File: config.mk
export PLATFORM = sky130hd
export DESIGN_NAME = vga_timing
export DESIGN_NICKNAME = d
export VERILOG_FILES = /design/src/rtl/vga_pkg.sv /design/src/rtl/sync_phase_counter.sv /design/src/rtl/vga_timing.sv
export SDC_FILE = /design/constraint.sdc
export NUM_CORES = 1
export LEC_CHECK = 0
export BUFFER_PORTS_ARGS = -buffer_cell sky130_fd_sc_hd__buf_4
export CORE_MARGIN = 8
export CORE_UTILIZATION = 23
export DETAILED_ROUTE_END_ITERATION = 8
export PLACE_DENSITY = 0.37
export SETUP_SLACK_MARGIN = 0.4
export SYNTH_ARGS = -nofsm -noshare
export SYNTH_HDL_FRONTEND = slang
export SYNTH_SLANG_ARGS = --single-unit
File: constraint.sdc
create_clock -name clk -period 3.4 [get_ports clk]
set_clock_uncertainty 0.2 [all_clocks]
set_input_delay 0.34 -clock clk [delete_from_list [all_inputs] [get_ports clk]]
set_output_delay 0.34 -clock clk [all_outputs]
set_load 0.03 [all_outputs]
File: src/rtl/vga_pkg.sv
// Shared VGA timing constants and the per-axis phase type.
// Latency: n/a (declarations only).
// Backpressure: n/a.
package vga_pkg;

    // 640x480 @ 60 Hz industry timing, in pixels (h) and lines (v)
    localparam int DEF_ACTIVE_COLS = 640;
    localparam int DEF_H_FRONT     = 16;
    localparam int DEF_H_SYNC      = 96;
    localparam int DEF_H_BACK      = 48;
    localparam int DEF_ACTIVE_ROWS = 480;
    localparam int DEF_V_FRONT     = 10;
    localparam int DEF_V_SYNC      = 2;
    localparam int DEF_V_BACK      = 33;
    localparam int DEF_CLK_DIV     = 2;

    // Phases each axis walks through, in order, once per line/frame
    typedef enum logic [1:0] {
        ACTIVE = 2'd0,
        FRONT  = 2'd1,
        SYNC   = 2'd2,
        BACK   = 2'd3
    } phase_t;

    // Successor of a phase in the ACTIVE -> FRONT -> SYNC -> BACK ring
    function automatic phase_t next_phase(input phase_t p);
        phase_t n;
        case (p)
            ACTIVE:  n = FRONT;
            FRONT:   n = SYNC;
            SYNC:    n = BACK;
            default: n = ACTIVE;
        endcase
        return n;
    endfunction

endpackage

File: src/rtl/sync_phase_counter.sv
// One timing axis: absolute position plus ACTIVE/FRONT/SYNC/BACK phase tracking.
// Latency: count/phase update on the clk after advance; wrap is combinational from state.
// Backpressure: none; steps exactly once per clk with advance high.
module sync_phase_counter
    import vga_pkg::*;
#(
    parameter int LEN_ACTIVE = DEF_ACTIVE_COLS,
    parameter int LEN_FRONT  = DEF_H_FRONT,
    parameter int LEN_SYNC   = DEF_H_SYNC,
    parameter int LEN_BACK   = DEF_H_BACK,
    parameter int CW         = $clog2(LEN_ACTIVE + LEN_FRONT + LEN_SYNC + LEN_BACK)
) (
    input  logic          clk,
    input  logic          rst,
    input  logic          advance,
    output logic [CW-1:0] count,
    output phase_t        phase,
    output logic          wrap
);

    phase_t        phase_q, phase_d;
    logic [CW-1:0] local_q, local_d;
    logic [CW-1:0] count_q, count_d;
    logic [CW-1:0] phase_last;
    logic          at_last;

    // Last phase-local index of whichever phase is currently running
    always_comb begin
        phase_last = '0;
        case (phase_q)
            ACTIVE:  phase_last = CW'(LEN_ACTIVE - 1);
            FRONT:   phase_last = CW'(LEN_FRONT - 1);
            SYNC:    phase_last = CW'(LEN_SYNC - 1);
            BACK:    phase_last = CW'(LEN_BACK - 1);
            default: phase_last = '0;
        endcase
    end

    assign at_last = (local_q == phase_last);
    // Final position of the line/frame is the last slot of BACK
    assign wrap    = (phase_q == BACK) && at_last;

    // Next-state: step phase-local and absolute counters together on advance
    always_comb begin
        phase_d = phase_q;
        local_d = local_q;
        count_d = count_q;
        if (advance) begin
            if (at_last) begin
                local_d = '0;
                phase_d = next_phase(phase_q);
            end else begin
                local_d = local_q + 1'b1;
            end
            count_d = wrap ? '0 : count_q + 1'b1;
        end
    end

    // State register; reset parks the axis at position 0 of ACTIVE
    always_ff @(posedge clk) begin
        if (rst) begin
            phase_q <= ACTIVE;
            local_q <= '0;
            count_q <= '0;
        end else begin
            phase_q <= phase_d;
            local_q <= local_d;
            count_q <= count_d;
        end
    end

    assign count = count_q;
    assign phase = phase_q;

endmodule

File: src/rtl/vga_timing.sv
// VGA raster generator: pixel-rate divider, h/v phase counters, registered sync/visible outputs.
// Latency: outputs reflect the counter position they were loaded from, one clk after the pix_tick edge.
// Backpressure: none; free-running, outputs hold between pix_ticks.
module vga_timing
    import vga_pkg::*;
#(
    parameter int ACTIVE_COLS = DEF_ACTIVE_COLS,
    parameter int H_FRONT     = DEF_H_FRONT,
    parameter int H_SYNC      = DEF_H_SYNC,
    parameter int H_BACK      = DEF_H_BACK,
    parameter int ACTIVE_ROWS = DEF_ACTIVE_ROWS,
    parameter int V_FRONT     = DEF_V_FRONT,
    parameter int V_SYNC      = DEF_V_SYNC,
    parameter int V_BACK      = DEF_V_BACK,
    parameter int CLK_DIV     = DEF_CLK_DIV
) (
    input  logic                           clk,
    input  logic                           rst,
    output logic                           pix_tick,
    output logic                           hsync,
    output logic                           vsync,
    output logic                           active,
    output logic [$clog2(ACTIVE_COLS)-1:0] col,
    output logic [$clog2(ACTIVE_ROWS)-1:0] row,
    output logic                           frame_start
);

    localparam int H_TOTAL = ACTIVE_COLS + H_FRONT + H_SYNC + H_BACK;
    localparam int V_TOTAL = ACTIVE_ROWS + V_FRONT + V_SYNC + V_BACK;
    localparam int HW      = $clog2(H_TOTAL);
    localparam int VW      = $clog2(V_TOTAL);
    localparam int COL_W   = $clog2(ACTIVE_COLS);
    localparam int ROW_W   = $clog2(ACTIVE_ROWS);
    localparam int DIV_W   = (CLK_DIV > 1) ? $clog2(CLK_DIV) : 1;

    logic [DIV_W-1:0] div_q;
    logic             tick;
    logic [HW-1:0]    h_count;
    logic [VW-1:0]    v_count;
    phase_t           h_phase, v_phase;
    logic             h_wrap, v_wrap;
    logic             v_advance;
    logic             at_origin;
    logic             visible;

    // Divider position 0 is the pixel slot; reset leaves it there so the
    // first clk after release already carries a pix_tick
    assign tick = (div_q == '0);

    // Pixel-rate divider cycling 0..CLK_DIV-1
    always_ff @(posedge clk) begin
        if (rst) begin
            div_q <= '0;
        end else if (div_q == DIV_W'(CLK_DIV - 1)) begin
            div_q <= '0;
        end else begin
            div_q <= div_q + 1'b1;
        end
    end

    assign v_advance = tick & h_wrap;

    sync_phase_counter #(
        .LEN_ACTIVE (ACTIVE_COLS),
        .LEN_FRONT  (H_FRONT),
        .LEN_SYNC   (H_SYNC),
        .LEN_BACK   (H_BACK),
        .CW         (HW)
    ) u_h_axis (
        .clk     (clk),
        .rst     (rst),
        .advance (tick),
        .count   (h_count),
        .phase   (h_phase),
        .wrap    (h_wrap)
    );

    sync_phase_counter #(
        .LEN_ACTIVE (ACTIVE_ROWS),
        .LEN_FRONT  (V_FRONT),
        .LEN_SYNC   (V_SYNC),
        .LEN_BACK   (V_BACK),
        .CW         (VW)
    ) u_v_axis (
        .clk     (clk),
        .rst     (rst),
        .advance (v_advance),
        .count   (v_count),
        .phase   (v_phase),
        .wrap    (v_wrap)
    );

    // Tracks "counters sit at (0,0)" so frame_start needs no wide compare
    always_ff @(posedge clk) begin
        if (rst) begin
            at_origin <= 1'b1;
        end else if (tick) begin
            at_origin <= h_wrap & v_wrap;
        end
    end

    assign visible = (h_phase == ACTIVE) && (v_phase == ACTIVE);

    // Output register: strobes every clk, level outputs load only on pix_tick
    always_ff @(posedge clk) begin
        if (rst) begin
            pix_tick    <= 1'b0;
            frame_start <= 1'b0;
            hsync       <= 1'b1;
            vsync       <= 1'b1;
            active      <= 1'b0;
            col         <= '0;
            row         <= '0;
        end else begin
            pix_tick    <= tick;
            frame_start <= tick & at_origin;
            if (tick) begin
                hsync  <= (h_phase != SYNC);
                vsync  <= (v_phase != SYNC);
                active <= visible;
                col    <= visible ? COL_W'(h_count) : '0;
                row    <= visible ? ROW_W'(v_count) : '0;
            end
        end
    end

endmodule
**Word-level counts from Yosys, hierarchy flattened**

Index checks and enable logic that the tools add are counted.

- Mux-type cells: 10
- Add/subtract/negate cells: 5
- Reduce and logical (&&, ||, !) cells: 8
- Bitwise operators: 4
- Equality and inequality tests: 10

Operators with widths:

| operator | number |
|---|---|
| case mux 10 bit (4 select lines) | 2 |
| two-way mux 10 bit | 5 |
| adder 10 x 1 -> 10 bit, second input constant | 4 |
| equality test 10 bit | 2 |
| case mux 2 bit (3 select lines) | 2 |
| two-way mux 9 bit | 1 |
| equality test 2 bit, second input constant | 4 |
| equality test 2 x 1 -> 1 bit, second input constant | 2 |
| zero test 2 bit | 2 |
| != test 2 bit, second input constant | 2 |
| AND reduction 2 bit | 2 |
| AND 1 bit | 3 |
| logical AND 1 bit | 3 |
| OR reduction 2 bit | 1 |
| adder 1 bit, second input constant | 1 |
| NOT 1 bit | 1 |

- Output and inout port bits: 24
- Bits of input ports: 2
- Logic and storage cells: 52
- Register bits: 70

**Longest topological paths before layout**

Gate-level depths: netlist of the first run.

- Word-level depth: 6
- Gate-level depth with buffers: 9
- Mapped depth without buffers: 7

**By module**

Synthesis of the first run repeated with hierarchy kept, for this count alone.

- Cell total of the unflattened synthesis: 308
- Area total of the unflattened synthesis: 3129.3 µm²

By module, submodules not included:

| module | instances | sequential area each (µm²) | area each (µm²) | cells each |
|---|---|---|---|---|
| sync_phase_counter (u_v_axis) | 1 | 440.4 | 1162.4 | 126 |
| sync_phase_counter (u_h_axis) | 1 | 440.4 | 1072.3 | 114 |
| vga_timing | 1 | 520.5 | 894.6 | 68 |

**Worst setup path after synthesis of the first run**

OpenSTA, ideal clock, no wires.

- Path type: reg-to-reg
- Start: register u_h_axis.phase_q[0] (netlist: u_h_axis.phase[0])
- End: register u_v_axis.count_q[8] (netlist: u_v_axis.count[8])
- Stages on the path, launching flop included: 10
- Slack: 1.234 ns
- Buffers on the path: 2
- Arrival: 1.834 ns
- Library setup time: 0.132 ns
- Data required time: 3.068 ns
- Period minus slack after synthesis: 2.166 ns
- Cells stage by stage: dfxtp_1 > inv_1 > ha_1 > xnor2_1 > nor4_4 > nand3_1 > buf_2 > clkbuf_1 > a22oi_1 > a21oi_1

- Longest elaborated chain between the ends: 5
- Elaborated cells on any way between the ends: 8
- Classes of those cells: 4 x eq/ne; 1 x mux; 1 x bitwise; 2 x reduce/logical

Ends and longest elaborated chain:

| element | line | RTL |
|---|---|---|
| from (decl) | sync_phase_counter.sv:21 | `phase_t phase_q, phase_d;` |
| from (signal assigned) | sync_phase_counter.sv:66 | `phase_q <= phase_d;` |
| equality test 2 bit (tied with other cells) | sync_phase_counter.sv:30, sync_phase_counter.sv:41 |  |
| case mux 10 bit (4 select lines) | sync_phase_counter.sv:30 | `case (phase_q)` |
| equality test 10 bit | sync_phase_counter.sv:39 | `assign at_last = (local_q == phase_last);` |
| logical AND 1 bit * | sync_phase_counter.sv:41 | `assign wrap = (phase_q == BACK) && at_last;` |
| AND 1 bit * | vga_timing.sv:61 | `assign v_advance = tick & h_wrap;` |
| to (signal assigned) | sync_phase_counter.sv:68 | `count_q <= count_d;` |
| to (decl) | sync_phase_counter.sv:23 | `logic [CW-1:0] count_q, count_d;` |

Mark *: on every way between the ends. The rest lies on a longest branch, timed or not. The select of a mux whose other input is x is not followed.
A chain may end at the register's enable or synchronous reset.

**Final worst setup path of the first run**

- Start: register u_h_axis.phase_q[0] (netlist: u_h_axis.phase[0])
- End: register u_v_axis.local_q[6]

- Longest elaborated chain between the ends: 5
- Elaborated cells on any way between the ends: 8
- Classes of those cells: 4 x eq/ne; 1 x mux; 1 x bitwise; 2 x reduce/logical

Ends and longest elaborated chain:

| element | line | RTL |
|---|---|---|
| equality test 2 bit (tied with other cells) | sync_phase_counter.sv:30, sync_phase_counter.sv:41 |  |
| case mux 10 bit (4 select lines) | sync_phase_counter.sv:30 |  |
| equality test 10 bit | sync_phase_counter.sv:39 |  |
| logical AND 1 bit * | sync_phase_counter.sv:41 |  |
| AND 1 bit * | vga_timing.sv:61 |  |
| to (signal assigned) | sync_phase_counter.sv:67 | `local_q <= local_d;` |
| to (decl) | sync_phase_counter.sv:22 | `logic [CW-1:0] local_q, local_d;` |

Marked as above.

==> implementation parameters, run 1 <==
Parameter                              Value

Floorplanning
  Width of the die    approximately 130 um
  Std-Cell Rows    42
  Core ar.    about 13000 sq um
  Starting Density    a little under a quarter
  Top-Level Pins    26
  Area of the die    17600 sq um
  Die H    roughly 130 um

Critical path
  Largest driver fanout on the critical path    14
  Worst Setup Start Kind    flip-flop
  Type of element capturing the critical path    flip-flop
  Count of cells along the worst register-to-register path    8
  Data arrival time at the worst-slack endpoint    2.75 ns
  Worst endpoint required time    around 3.5 ns
  R2r setup slk    between 0.7 and 0.8 ns
  Worst Setup SP    u_h_axis.phase[0]$_SDFFE_PP0P_
  Critical R2R Capture    u_v_axis.local_q[6]$_SDFFE_PP0P_
  Startpoint of the worst register-to-register path    u_h_axis.phase[0]$_SDFFE_PP0P_
  Crit Path Category    flip-flop to flip-flop

Layout
  Area taken by flip-flops and latches    1380 sq um
  Fill cells    between 1000 and 1500
  Non-filler cells, final    roughly 560
  Post-layout util    around 29%
  Signed area change from the synthesized netlist to the final layout    21.9%
  Fraction of layout cells with a size suffix above 1    about an eighth
  Area used by multi-input combinational logic    between 1500 and 2000 sq um
  Diodes inserted    0
  Fin nets    394

Synth
  Post-Synthesis Mean Instance Area    approximately 8.7 sq um
  Count of synthesis-stage warnings from yosys    0
  Primary FF master, synth    sky130_fd_sc_hd__dfxtp_1
  Compound-cell area share of the yosys netlist    13.1%
  Synthesized-area fraction occupied by and/or/nand/nor cells    a little over a quarter
  Count of distinct cell types in the synthesized netlist    38
  Synth Area in Adders    under 10%
  Share of Yosys cell area claimed by the top area cell type    approximately 44%
  Count of mapped cells out of synthesis    approximately 360
  Mux share of post-synthesis cell area    1.28%
  Flops & latches, synth    69
  Cell area after technology mapping    between 3000 and 4000 sq um
  Xor and xnor fraction of the mapped netlist area    approximately 5.6%
  Post-synth top area cell    sky130_fd_sc_hd__dfxtp_1
  Leading post-synthesis cells by cell area    sky130_fd_sc_hd__dfxtp_1, sky130_fd_sc_hd__nor2_1, sky130_fd_sc_hd__a22oi_1, sky130_fd_sc_hd__ha_1, sky130_fd_sc_hd__nand3_1
  Share of the yosys chip area belonging to registers    between 40 and 50%
  Post-synth EDFFs    0
  Synthesized net count    roughly 380
  Most common library cells after synthesis    sky130_fd_sc_hd__dfxtp_1, sky130_fd_sc_hd__nor2_1, sky130_fd_sc_hd__nand3_1, sky130_fd_sc_hd__nand2_1, sky130_fd_sc_hd__a22oi_1
  Async set-reset flop share out of synthesis    0%
  Cell with the most instances after synthesis    sky130_fd_sc_hd__dfxtp_1
  Main combinational cell family by area after synthesis    simple AND/OR/NAND/NOR gates

Drt
  Count of nets left with antenna violations after detail routing    0
  Number of DRC markers after the initial detailed-route iteration    roughly 170
  Average vias per placed instance    around 4.6
  Wire length on met2    about 3400 um
  Number of search-and-repair iterations in the first detailed-routing pass    6
  Average wire per cell in the routed design    13.1 um
  Total Wirelength    7370 um
  Final routed DRC violation total    0
  Highest routed metal layer    met4
  Met3 wirelength from detailed routing    roughly 250 um
  Detailed-route wire length on metal 1    between 3000 and 4000 um
  Detailed-route via count    ~2600

Global routing
  Number of antenna violations at the first check in global routing    0
  Gr ovfl total    0
  Maximum number of pins on one net before global-route repair    between 50 and 60
  First-pass GRT wire length    roughly 13000 um
  Vias in the first global route    2549
  Global router's overall resource usage    8.96%

Min path
  Hold endpoint    u_h_axis.phase[1]$_SDFFE_PP0P_
  Min-delay worst type    primary input to flip-flop
  Worst hold start    rst
  Number of stages on the worst hold path    2

Pwr
  Total leakage power    between 1 and 1.5 nW
  Sum of internal, switching and leakage power    between 2 and 2.5 mW
  IR Drop Worst-Case VDD    between 0.0002 and 0.0003 V
  PwrDens    roughly 540 nW/um^2

CTS
  Clock transition at the register clock pins on the worst setup and hold paths after CTS    about 0.060 ns
  Clock Latency Late Sink    0.34 ns
  CTS sink count    69
  Maximum level of the CTS H-tree    3
  Post-CTS Setup Inserts    0
  Max clock buf depth    2
  CTS tree    built
  Number of buffers inserted by hold repair at cts    0
  Root buffer selected by CTS    sky130_fd_sc_hd__clkbuf_16
  CTS buffer count    9
  Total of cells resized after clock tree synthesis    0

Timing
  Final Hold Vio Count    0
  Aggregate negative setup slack    0 ns
  Count of final max-slew check failures    0
  Share of the cycle needed by the critical path after routing    78.9%
  Post-layout minimum cycle time    approximately 2.7 ns
  Transition time at the pin with the least slew margin    ~0.76 ns
  Setup repair after global routing missed its margin    no
  Achievable Freq    ~0.37 GHz
  Normalized max-slew margin    between 40% and 50%
  Final setup vio count    0

Placed design
  Number of port buffers    25
  Final weighted congestion of routability-driven global placement    0.685
  Placed wire-length estimate after detailed placement    4840 um
  # placed instances    545

Outcome
  Result of the run    finished clean

Run
  Total of max-cap violations    0
==> layout make-up <==
class	count	area share (%)
Multi-Input combinational cell	263	42.8
Inverter	8	0.787
Timing Repair Buffer	29	5.71
Clock buffer	10	6.26
Tap cell	176	5.77
Clock inverter	6	2.46
Sequential cell	69	36.2
==> critical path: stages (launching register included) <==
cell and delay [ns]:
sky130_fd_sc_hd__dfxtp_1 0.37, sky130_fd_sc_hd__inv_1 0.09, sky130_fd_sc_hd__ha_1 0.34, sky130_fd_sc_hd__xnor2_1 0.16
sky130_fd_sc_hd__nor4_4 0.23, sky130_fd_sc_hd__nand3_1 0.38, sky130_fd_sc_hd__buf_4 0.32, sky130_fd_sc_hd__or3_1 0.36
sky130_fd_sc_hd__a31oi_1 0.16
==> layer usage <==
metal / vias to the layer above / global-route usage (%)
met2: 30 / 14.5
li1: 1301 / -
met4: 0 / 5.87
met5: - / 0
met3: 11 / 2.27
met1: 1249 / 10.3
==> where the power goes <==
group,total [mW],switching (mW),internal (mW)
logic,0.128,0.0747,0.0531
registers,0.881,0.0382,0.843
clock network,1.05,0.385,0.668
==> logic make-up (layout without fill, tap and decap cells) <==
logic type,count (synthesis),in the layout
and+or+nand+nor,168,168
DFF,69,69
AOI/OAI and AO/OA,59,59
buffers and inverters,29,53
xor gates and xnor gates,20,20
adders and majority gates,12,12
muxes,4,4
==> registers in the layout, summed over array words and instances, names as in the netlist <==
register and flops:
frame_start 1, hsync 1, pix_tick 1, u_h_axis.count 10
u_v_axis.local_q 10, col 10, u_h_axis.phase 2, active 1
u_h_axis.local_q 10, u_v_axis.phase 2, row 9, at_origin 1
vsync 1, u_v_axis.count 9, div_q 1
==> through the flow <==
stage          hold slack, ns  instance area, sq um  setup WS [ns]
2_1_floorplan           0.230                  3130           1.23
3_3_place_gp            0.251                  3480          0.788
3_5_place_dp            0.265                  3480          0.653
4_1_cts                 0.269                  3810          0.649
5_1_grt                 0.303                  3810          0.513
6_report                0.273                  3810          0.719
==> cells in the final DEF, fill, tap and decap left out, drive strengths merged, types with 2 or more instances in the layout <==
| master | count |
|---|---|
| and2 | 6 |
| and3 | 7 |
| nand4b | 6 |
| dfxtp | 69 |
| ha | 12 |
| nor2b | 4 |
| nand4 | 3 |
| or3 | 4 |
| a21oi | 14 |
| inv | 10 |
| nand3b | 7 |
| a22oi | 24 |
| o21ai | 4 |
| o21a | 2 |
| xor2 | 9 |
| or2 | 3 |
| bufinv | 2 |
| xnor2 | 11 |
| buf | 29 |
| nor4 | 2 |
| clkbuf | 10 |
| or4 | 2 |
| nand2b | 6 |
| and4b | 2 |
| mux2i | 4 |
| nor3 | 7 |
| nand2 | 25 |
| nand3 | 29 |
| nor2 | 55 |
| a31oi | 9 |
==> how the worst max path moves through the flow <==
| stage | endpoint | slack (ns) | cells past startpoint |
|---|---|---|---|
| final | u_v_axis.local_q[6]$_SDFFE_PP0P_ | 0.72 | 8 |
| after global routing | u_v_axis.local_q[6]$_SDFFE_PP0P_ | 0.51 | 8 |
| after CTS | u_v_axis.local_q[7]$_SDFFE_PP0P_ | 0.65 | 8 |
| after detailed placement | u_v_axis.local_q[7]$_SDFFE_PP0P_ | 0.65 | 8 |
| after global placement | u_v_axis.local_q[6]$_SDFFE_PP0P_ | 0.79 | 8 |
| after floorplan | u_v_axis.count[8]$_SDFFE_PP0P_ | 1.23 | 9 |
(Power assumes the default switching activity.)
==> run 2, diff against run 1 <==
==> constraint.sdc (replaced) <==
create_clock -name clk -period 2.51 [get_ports clk]
set_clock_uncertainty 0.2 [all_clocks]
set_input_delay 0.251 -clock clk [delete_from_list [all_inputs] [get_ports clk]]
set_output_delay 0.251 -clock clk [all_outputs]
set_load 0.03 [all_outputs]
==> run 2 against run 1 <==
- die area unchanged
- non-clock buffer count up 21
- first-iteration DRC count down 11%
- setup slack worse by 0.32 ns
- maximum frequency up 27%
- hold slack worse by 0.18 ns
- via count up 1.5%
- highest routed layer unchanged
==> implementation parameters, run 2 (synthesis results as in run 1) <==
Parameter                              Value

Outcome
  Result of the run    finished clean

Timing
  Share of the cycle needed by the critical path after routing    84.2% (+5.4 points)
  Worst path setup slack after routing    0.396 ns (-0.323 ns)
  Post-layout minimum cycle time    2.11 ns (-0.567 ns)
  Aggregate negative setup slack    0 ns (unchanged)
  Achievable Freq    0.473 GHz (+27%)
  Final setup vio count    0 (unchanged)
  Setup repair after global routing missed its margin    yes
  Count of final max-slew check failures    0 (unchanged)
  Transition time at the pin with the least slew margin    0.538 ns (-0.226 ns)
  Normalized max-slew margin    64.2% (+15 points)
  Final Hold Vio Count    0 (unchanged)

Layout
  Non-filler cells, final    582 (+3.7%)
  Commonest non-fill, non-tap cells in the layout    sky130_fd_sc_hd__dfxtp_1, sky130_fd_sc_hd__nor2_1, sky130_fd_sc_hd__buf_4
  Fraction of layout cells with a size suffix above 1    23.2% (+9.9 points)
  Fin nets    415 (+5.3%)
  Area taken by flip-flops and latches    1390 sq um (+0.72%)
  Diodes inserted    0 (unchanged)
  Fill cells    1398 (-2.8%)
  Most common cell after layout, fill and taps aside    sky130_fd_sc_hd__dfxtp_1
  Signed area change from the synthesized netlist to the final layout    32.0%
  Area used by multi-input combinational logic    1740 sq um (+6.3%)

Floorplanning
  Die H    133 um (unchanged)
  Area of the die    17600 sq um (unchanged)
  Starting Density    23.5% (unchanged)
  Top-Level Pins    26 (unchanged)
  Core ar.    13300 sq um (unchanged)
  Width of the die    133 um (unchanged)
  Std-Cell Rows    42 (unchanged)

Global routing
  Maximum number of pins on one net before global-route repair    39 (-26%)
  Vias in the first global route    2617 (+2.7%)
  Global router's overall resource usage    9.37% (+0.41 points)
  First-pass GRT wire length    13300 um (+4.3%)
  Gr ovfl total    0 (unchanged)
  Number of antenna violations at the first check in global routing    0 (unchanged)

Run
  Total of max-cap violations    0 (unchanged)

Placed design
  Final weighted congestion of routability-driven global placement    0.733 (+7.0%)
  Number of port buffers    25 (unchanged)
  Placed wire-length estimate after detailed placement    5100 um (+5.2%)
  # placed instances    551 (+1.1%)
  Post-Place Worst Slack    0.204 ns (-0.449 ns)

Drt
  Detailed-route wire length on metal 1    3730 um (+5.3%)
  Highest routed metal layer    met4
  Average vias per placed instance    4.52 (-2.2%)
  Average wire per cell in the routed design    13.7 um (+4.6%)
  Total Wirelength    8000 um (+8.5%)
  Count of nets left with antenna violations after detail routing    0 (unchanged)
  Wire length on met2    3790 um (+12%)
  Number of DRC markers after the initial detailed-route iteration    153 (-11%)
  Number of search-and-repair iterations in the first detailed-routing pass    4 (-2)
  Final routed DRC violation total    0 (unchanged)
  Met3 wirelength from detailed routing    340 um (+35%)
  Detailed-route via count    2629 (+1.5%)

Critical path
  Type of element capturing the critical path    flip-flop
  Data arrival time at the worst-slack endpoint    2.18 ns (-0.57 ns)
  Crit Path Category    flip-flop to flip-flop
  Worst Setup Start Kind    flip-flop
  Largest driver fanout on the critical path    5 (-9)
  Worst endpoint required time    2.57 ns (-0.90 ns)

CTS
  Maximum level of the CTS H-tree    3 (unchanged)
  Clock Latency Late Sink    0.34 ns (about the same)
  Clock transition at the register clock pins on the worst setup and hold paths after CTS    0.06 ns (about the same)
  CTS sink count    69 (unchanged)
  CTS tree    built
  CTS buffer count    9 (unchanged)
  Max clock buf depth    2 (unchanged)
  Root buffer selected by CTS    sky130_fd_sc_hd__clkbuf_16

Pwr
  PwrDens    674 nW/um^2 (+25%)
  Total leakage power    1.53 nW (+9.6%)
  IR Drop Worst-Case VDD    0.000292 V (+12%)

Min path
  Min-delay worst type    primary input to flip-flop
[run 2: timing repair]
action	4_1_cts	5_1_grt
pin swaps	7	9
resized for setup	14	19
endpoints found under the hold margin	0	0
gates cloned	0	2
hold buffers	0	0
endpoints found under the setup margin	36	39
buffers inserted	11	2
[run 2: final cells by class]
class | instances | area share, %
clock buffers | 10 | 5.78
clock inverters | 6 | 2.27
inverters | 8 | 0.727
multi-input cells | 263 | 42.0
flip-flops and latches | 69 | 33.7
well taps | 176 | 5.33
repair buffers | 50 | 10.2
[run 2: worst paths after layout]
| path | startpoint | end | slack [ns] | cells past startpoint |
|---|---|---|---|---|
| worst max-delay path | u_h_axis.phase[0]$_SDFFE_PP0P_ | u_v_axis.phase[0]$_SDFFE_PP0P_ | 0.40 | 7 |
| worst min-delay path | rst | pix_tick$_SDFF_PP0_ | 0.1 | 2 |
| worst max register to register | u_h_axis.phase[0]$_SDFFE_PP0P_ | u_v_axis.phase[0]$_SDFFE_PP0P_ | 0.40 | 7 |
| worst min register to register | at_origin$_SDFFE_PP1N_ | frame_start$_SDFF_PP0_ | 0.27 | 1 |
[run 2: critical path: stages, from the launching register on]
cell and delay [ns]:
sky130_fd_sc_hd__dfxtp_2 0.33, sky130_fd_sc_hd__inv_2 0.05, sky130_fd_sc_hd__ha_4 0.26, sky130_fd_sc_hd__xnor2_4 0.13
sky130_fd_sc_hd__nor4_4 0.23, sky130_fd_sc_hd__nand3_4 0.15, sky130_fd_sc_hd__or4_1 0.53, sky130_fd_sc_hd__a21oi_1 0.15
[run 2: per-layer routing]
| layer | vias to the layer above | GRT usage [%] |
|---|---|---|
| li1 | 1341 | - |
| met1 | 1235 | 10.9 |
| met2 | 42 | 15.1 |
| met3 | 11 | 3.52 |
| met4 | 0 | 3.97 |
| met5 | - | 0 |
[run 2: power breakdown]
part	switching (mW)	leakage (nW)	internal (mW)
sequential	0.0549	0.564	1.14
clock	0.508	0.159	0.903
combinational	0.103	0.811	0.0774
total	0.666	1.53	2.12
[run 2: stage by stage]
step | util (%) | hold WS (ns) | instance area, sq um | power [mW]
floorplan | - | 0.230 | 3160 | 1.34
global placement | 26.7 | 0.257 | 3550 | 1.40
detailed placement | 26.7 | 0.251 | 3550 | 1.40
CTS | 30.3 | 0.0948 | 4030 | 2.84
global route | 31.1 | 0.125 | 4130 | 2.92
finish | 31.1 | 0.0961 | 4130 | 2.79
